===== src/rtl/meteor_pkg.sv =====
// meteor_pkg: game state/mode encodings, base meteor speeds and spawn interval helper
package meteor_pkg;
  typedef enum logic [1:0] {IDLE = 2'd0, PLAY = 2'd1, PAUSE = 2'd2, OVER = 2'd3} state_e;
  typedef enum logic [1:0] {SLOW = 2'd0, NORMAL = 2'd1, FAST = 2'd2, NORMAL_ALT = 2'd3} mode_e;
  localparam logic [7:0] SPEED_SLOW = 8'd1;
  localparam logic [7:0] SPEED_NORMAL = 8'd3;
  localparam logic [7:0] SPEED_FAST = 8'd7;
  function automatic logic [7:0] base_speed(input logic [1:0] m);
    return m == SLOW ? SPEED_SLOW : m == FAST ? SPEED_FAST : SPEED_NORMAL;
  endfunction
  function automatic logic [7:0] spawn_interval(input logic [3:0] lvl, input int base, input int floor_v);
    int v;
    v = base - 4 * int'(lvl);
    return 8'(v < floor_v ? floor_v : v);
  endfunction
endpackage


===== src/rtl/spawn_timer.sv =====
// spawn_timer: frame countdown with valid/ready spawn handshake (ports: i_clk, reset_n-style reset, tick, enable, clear, interval, spawn_ready -> spawn_valid)
module spawn_timer #(
  parameter int BASE_INTERVAL = 60
) (
  input  logic       i_clk,
  input  logic       reset,
  input  logic       tick,
  input  logic       enable,
  input  logic       clear,
  input  logic [7:0] interval,
  input  logic       spawn_ready,
  output logic       spawn_valid
);
  logic [7:0] cnt_q, cnt_d;
  logic       valid_q, valid_d;
  always_comb begin
    valid_d = clear ? 1'b0 : valid_q ? !spawn_ready : cnt_q == 8'd0;
    cnt_d = clear ? 8'(BASE_INTERVAL)
          : (valid_q && spawn_ready) ? interval
          : (tick && enable && !valid_q && cnt_q != 8'd0) ? cnt_q - 8'd1
          : cnt_q;
  end
  always_ff @(posedge i_clk) begin
    if (!reset) begin
      cnt_q   <= 8'(BASE_INTERVAL);
      valid_q <= 1'b0;
    end else begin
      cnt_q   <= cnt_d;
      valid_q <= valid_d;
    end
  end
  assign spawn_valid = valid_q;
endmodule


===== src/rtl/difficulty_scheduler.sv =====
// difficulty_scheduler: game FSM, frame/level counters and meteor speed register driving spawn_timer
module difficulty_scheduler
  import meteor_pkg::*;
#(
  parameter int FRAMES_PER_LEVEL = 600,
  parameter int MAX_LEVEL        = 15,
  parameter int BASE_INTERVAL    = 60,
  parameter int MIN_INTERVAL     = 8
) (
  input  logic       i_clk,
  input  logic       reset,
  input  logic       restart,
  input  logic       start,
  input  logic       pause,
  input  logic       frame,
  input  logic       collision,
  input  logic [1:0] mode,
  input  logic       spawn_ready,
  output logic       spawn_valid,
  output logic [7:0] meteor_speed,
  output logic [3:0] level,
  output logic [1:0] state,
  output logic       game_over
);
  localparam int FW = $clog2(FRAMES_PER_LEVEL + 1);
  state_e          state_q, state_d;
  logic [FW-1:0]   fcnt_q, fcnt_d;
  logic [3:0]      lvl_q, lvl_d;
  logic [7:0]      spd_q, spd_d;
  logic [7:0]      intv;
  logic            clr, adv, wrap;
  always_comb begin
    state_d = restart ? IDLE
            : (state_q == IDLE && start) ? PLAY
            : (state_q == PLAY && collision) ? OVER
            : (state_q == PLAY && pause) ? PAUSE
            : (state_q == PAUSE && !pause) ? PLAY
            : state_q;
    clr = state_d == IDLE || state_d == OVER;
    adv = frame && state_q == PLAY;
    wrap = fcnt_q == FW'(FRAMES_PER_LEVEL - 1);
    fcnt_d = state_d == IDLE ? '0 : adv ? (wrap ? '0 : fcnt_q + 1'b1) : fcnt_q;
    lvl_d = state_d == IDLE ? 4'd0 : (adv && wrap && lvl_q != 4'(MAX_LEVEL)) ? lvl_q + 4'd1 : lvl_q;
    spd_d = (!clr && (state_q == PLAY || state_q == PAUSE)) ? base_speed(mode) + {4'd0, lvl_q} : 8'd0;
    intv = spawn_interval(lvl_q, BASE_INTERVAL, MIN_INTERVAL);
  end
  always_ff @(posedge i_clk) begin
    if (!reset) begin
      state_q <= IDLE;
      fcnt_q  <= '0;
      lvl_q   <= 4'd0;
      spd_q   <= 8'd0;
    end else begin
      state_q <= state_d;
      fcnt_q  <= fcnt_d;
      lvl_q   <= lvl_d;
      spd_q   <= spd_d;
    end
  end
  spawn_timer #(.BASE_INTERVAL(BASE_INTERVAL)) u_timer (
    .i_clk       (i_clk),
    .reset       (reset),
    .tick        (frame),
    .enable      (state_q == PLAY),
    .clear       (clr),
    .interval    (intv),
    .spawn_ready (spawn_ready),
    .spawn_valid (spawn_valid)
  );
  assign state        = state_q;
  assign level        = lvl_q;
  assign meteor_speed = spd_q;
  assign game_over    = state_q == OVER;
endmodule

===== config.mk =====
export PLATFORM = sky130hd
export DESIGN_NAME = difficulty_scheduler
export DESIGN_NICKNAME = d
export VERILOG_FILES = /design/src/rtl/meteor_pkg.sv /design/src/rtl/spawn_timer.sv /design/src/rtl/difficulty_scheduler.sv
export SDC_FILE = /design/constraint.sdc
export NUM_CORES = 1
export LEC_CHECK = 0
export CORE_ASPECT_RATIO = 1.2
export CORE_UTILIZATION = 47
export CTS_CLUSTER_SIZE = 25
export DETAILED_ROUTE_END_ITERATION = 10
export HOLD_SLACK_MARGIN = 0.02
export PLACE_DENSITY = 0.72
export SLEW_MARGIN = 20
export SYNTH_ARGS = -nofsm -noshare
export SYNTH_HDL_FRONTEND = slang
export SYNTH_SLANG_ARGS = --single-unit

===== constraint.sdc =====
create_clock -name i_clk -period 2.1 [get_ports i_clk]
set_input_delay 0.21 -clock i_clk [delete_from_list [all_inputs] [get_ports i_clk]]
set_output_delay 0.21 -clock i_clk [all_outputs]
set_load 0.02 [all_outputs]

==> impl_metrics.csv <==
group,metric,value,unit
synth,syn_inst,176,
die,die_h,65.6,um
clock_tree,numClockSinks,30,
clock_tree,numCtsBuffers,5,
critical_path,startpoint_type,"flip-flop",
clock_tree,holdBufCountCts,0,
critical_path,reg2reg_to,"fcnt_q[7]$_SDFFE_PP0P_",
critical_path,cp.arrival,2.26,ns
synth,yosysUniqueCellTypes,46,
critical_path,crit_type,"flip-flop to flip-flop",
pwr,ir_worst_vdd,0.000421,V
layout,diodes,0,
layout,multi_input_area,953,sq um
sta,max_slew_margin,47.5,%
critical_path,cp_top_family,"simple AND/OR/NAND/NOR gates",
critical_path,reg2reg_from,"state[1]$_SDFF_PN0_",
worst_hold_path,hold_class,"flip-flop to flip-flop",
synth,async_flop_share,0,%
sta,layout_setup_ws,0.103,ns
placement,dpl.hpwl,2.57,mm
run_status,status,"complete, no violations",
grt,track_usage,21.2,%
worst_hold_path,hold_start,"u_timer.cnt_q[6]$_SDFFE_PP0P_",
die,initial_core_util,50.5,%
pwr,p_leak,0.000673,uW
die,dieArea,0.00361,sq mm
drt,ant_nets,0,
drt,wl_per_cell,14.3,um
die,row_count,22,
clock_tree,clk_pin_slew,0.09,ns
critical_path,path_cells,"inv_2 -> ha_2 -> o21ai_0 -> a221o_1 -> ha_1 -> or2b_1 -> or2_4 -> nor2_2",
sta,max_freq,0.501,GHz
sta,tns,0,ns
synth,synth.avg_cell_area,9.00,sq um
synth,netlist_area,0.00158,sq mm
layout,register_area,608,sq um
sta,final_hold_viol_count,0,
pwr,power.density,523,mW/mm^2
synth,synth_seq_area_share,37.9,%
die,core_area,0.00314,sq mm
layout,layout-drive-gt1-share,14.5,%
drt,routed_wl,3.47,mm
grt,grt_pass1_vias,1314,
critical_path,required,2.36,ns
grt,antenna_found_initial,0,
die,ios,26,
synth,synth_warnings,0,
critical_path,endpoint_kind,"flip-flop",
clock_tree,cts_max_path_buffers,2,
drt,drt-initial-drc-count,41,
synth,synthFlopType,"dfxtp_1",
critical_path,cpPeakStageDelay,0.37,ns
drt,routed_via_density,5.72,
layout,fillers,284,
layout,area_delta_synth_final,23.1,%
sta,fin_crit,2.00,ns
sta,tightest_slew,0.780,ns
critical_path,slowest_stage,"dfxtp_4",
clock_tree,clkLatencyLatePin,0.33,ns
grt,overflow,0,
grt,grt_max_degree,11,
sta,period_share,95.1,%
critical_path,path_max_fanout,5,
job,drv_cap,0,
sta,rsz0062_at_grt,"no",
placement,io_buffers,22,
clock_tree,htree_levels,2,
die,fp.dieW,55.0,um
drt,drt_pass1_iterations,4,
critical_path,cp_num_buf_inv,1,
drt,vias,1389,
clock_tree,cts-root-buf,"clkbuf_4",
placement,place_ws,-0.0800,ns
placement,gp_routability_congestion,0.791,
drt,post-route-drc-count,0,
worst_hold_path,min_to,"u_timer.cnt_q[6]$_SDFFE_PP0P_",
layout,finalNetCount,227,
sta,setup_viol_count_final,0,
sta,slew_violations,0,
clock_tree,cts_tree,"built",
synth,synth_edf_count,0,
critical_path,ff2ff_setup_slack,0.10,ns
sta,fin_worst_skew,0.0111,ns
critical_path,reg2regPathDepth,8,
worst_hold_path,hold-path-cell-count,2,
grt,grt_pass1_wl,5.47,mm
synth,synth_seq_cells,30,
[flip-flops by register name (all words and copies together) (netlist names)]
| signal | cells |
|---|---|
| meteor_speed | 5 |
| level | 4 |
| fcnt_q | 10 |
| state | 2 |
| u_timer.spawn_valid | 1 |
| u_timer.cnt_q | 8 |
[logic make-up (layout without fill, tap and decap cells)]
| group | Yosys count | count (layout) | synth area share [%] |
|---|---|---|---|
| compound gates | 29 | 29 | 12.9 |
| xor+xnor | 13 | 13 | 7.19 |
| fa+ha+maj | 11 | 11 | 9.16 |
| buf+inv | 14 | 42 | 4.50 |
| flops | 30 | 30 | 37.9 |
| mux | 3 | 3 | 1.90 |
| other cells | 1 | 3 | 0.237 |
| simple gates | 75 | 76 | 26.2 |
[stage by stage]
stage,util (%),instances,cell area (sq um),hold slack (ns),power [uW]
final,62.2,243,1950,0.495,1020
after global routing,62.2,243,1950,0.515,1060
after CTS,61.0,241,1920,0.481,1020
after detailed placement,59.1,233,1850,0.479,674
after global placement,59.1,233,1850,0.464,671
after floorplan,-,178,1620,0.334,642
[metal layers]
metal	share of wire, %	track usage [%]
met2	55	37.7
met5	0	0
met3	3.7	5.09
met4	0.81	8.75
met1	40	22.8
[cell type report]
cell class,count,area share (%)
Multi-Input combinational cell,135,48.9
Sequential cell,30,31.2
Timing Repair Buffer,27,13.2
Clock buffer,7,2.82
Tap cell,36,2.31
Inverter,7,1.35
Clock inverter,1,0.257
[how the worst max path moves through the flow]
stage                              startpoint                            end  slack [ns]  depth (start not counted)
after floorplan           state[1]$_SDFF_PN0_         fcnt_q[1]$_SDFFE_PP0P_        0.02                         10
after global routing      state[1]$_SDFF_PN0_         fcnt_q[0]$_SDFFE_PP0P_        0.01                          8
after global placement                  pause  u_timer.cnt_q[4]$_SDFFE_PP1P_       -0.03                          7
after CTS                 state[0]$_SDFF_PN0_         fcnt_q[7]$_SDFFE_PP0P_        0.02                          9
after detailed placement                pause  u_timer.cnt_q[4]$_SDFFE_PP1P_       -0.08                          7
final                     state[1]$_SDFF_PN0_         fcnt_q[7]$_SDFFE_PP0P_        0.10                          8
[worst reg2reg max path, cell delays in order, from the launching register on]
cell     delay, ns
dfxtp_4       0.37
inv_2         0.06
ha_2          0.20
o21ai_0       0.10
a221o_1       0.35
ha_1          0.20
or2b_1        0.27
or2_4         0.29
nor2_2        0.12
[repair_timing]
action                                  CTS  global route
endpoints found under the setup margin    1            18
buffers inserted                          0             1
resized for setup                         1             9
cloned                                    0             1
pin swaps                                 0             2
[Yosys cell counts, types with 2 or more instances]
cell type,instances,area [sq um]
a21oi_1,6,30.0
a311oi_1,2,17.5
a31oi_1,4,25.0
and2_1,3,18.8
and3_1,3,18.8
buf_4,5,37.5
clkbuf_1,2,7.51
dfxtp_1,30,601
ha_1,10,125
inv_1,7,26.3
mux2i_1,3,30.0
nand2_1,15,56.3
nand3_1,5,25.0
nand3b_1,3,22.5
nand4_1,3,18.8
nor2_1,20,75.1
nor2b_1,2,12.5
nor3_1,5,25.0
nor3b_1,2,15.0
nor4_1,2,12.5
o211ai_1,2,15.0
o21ai_0,4,20.0
or2_2,2,12.5
or3_1,3,18.8
xnor2_1,8,70.1
xor2_1,5,43.8
[cell usage in the layout (no fill, tap or decap), types with 2 or more instances in the layout]
cell type        Yosys  routed
conb_1               1       3
nand2_1             15      15
o211ai_1             2       2
mux2i_1              3       3
and3_1               3       3
xor2_1               5       5
buf_4                5       5
nor3b_1              2       2
xnor2_1              8       8
clkdlybuf4s50_1      0      22
dfxtp_4              0       2
o21ai_0              4       3
inv_2                0       2
or2_4                0       2
a31oi_1              4       4
dfxtp_1             30      28
and2_1               3       2
ha_2                 0       2
clkbuf_4             0       5
nor2b_1              2       2
nand3_1              5       5
inv_1                7       5
nor2_2               0       2
nand3b_1             3       3
or3_1                3       3
nand4_1              3       3
a21oi_1              6       5
nor4_1               2       2
nor3_1               5       5
nor2_1              20      18
ha_1                10       8
[power breakdown]
group          internal, uW  switching (uW)
Combinational          47.3            48.0
Sequential              570            3.18
Clock                   162             190
Total                   779             241
No activity file was read; power rests on OpenSTA's default activity.
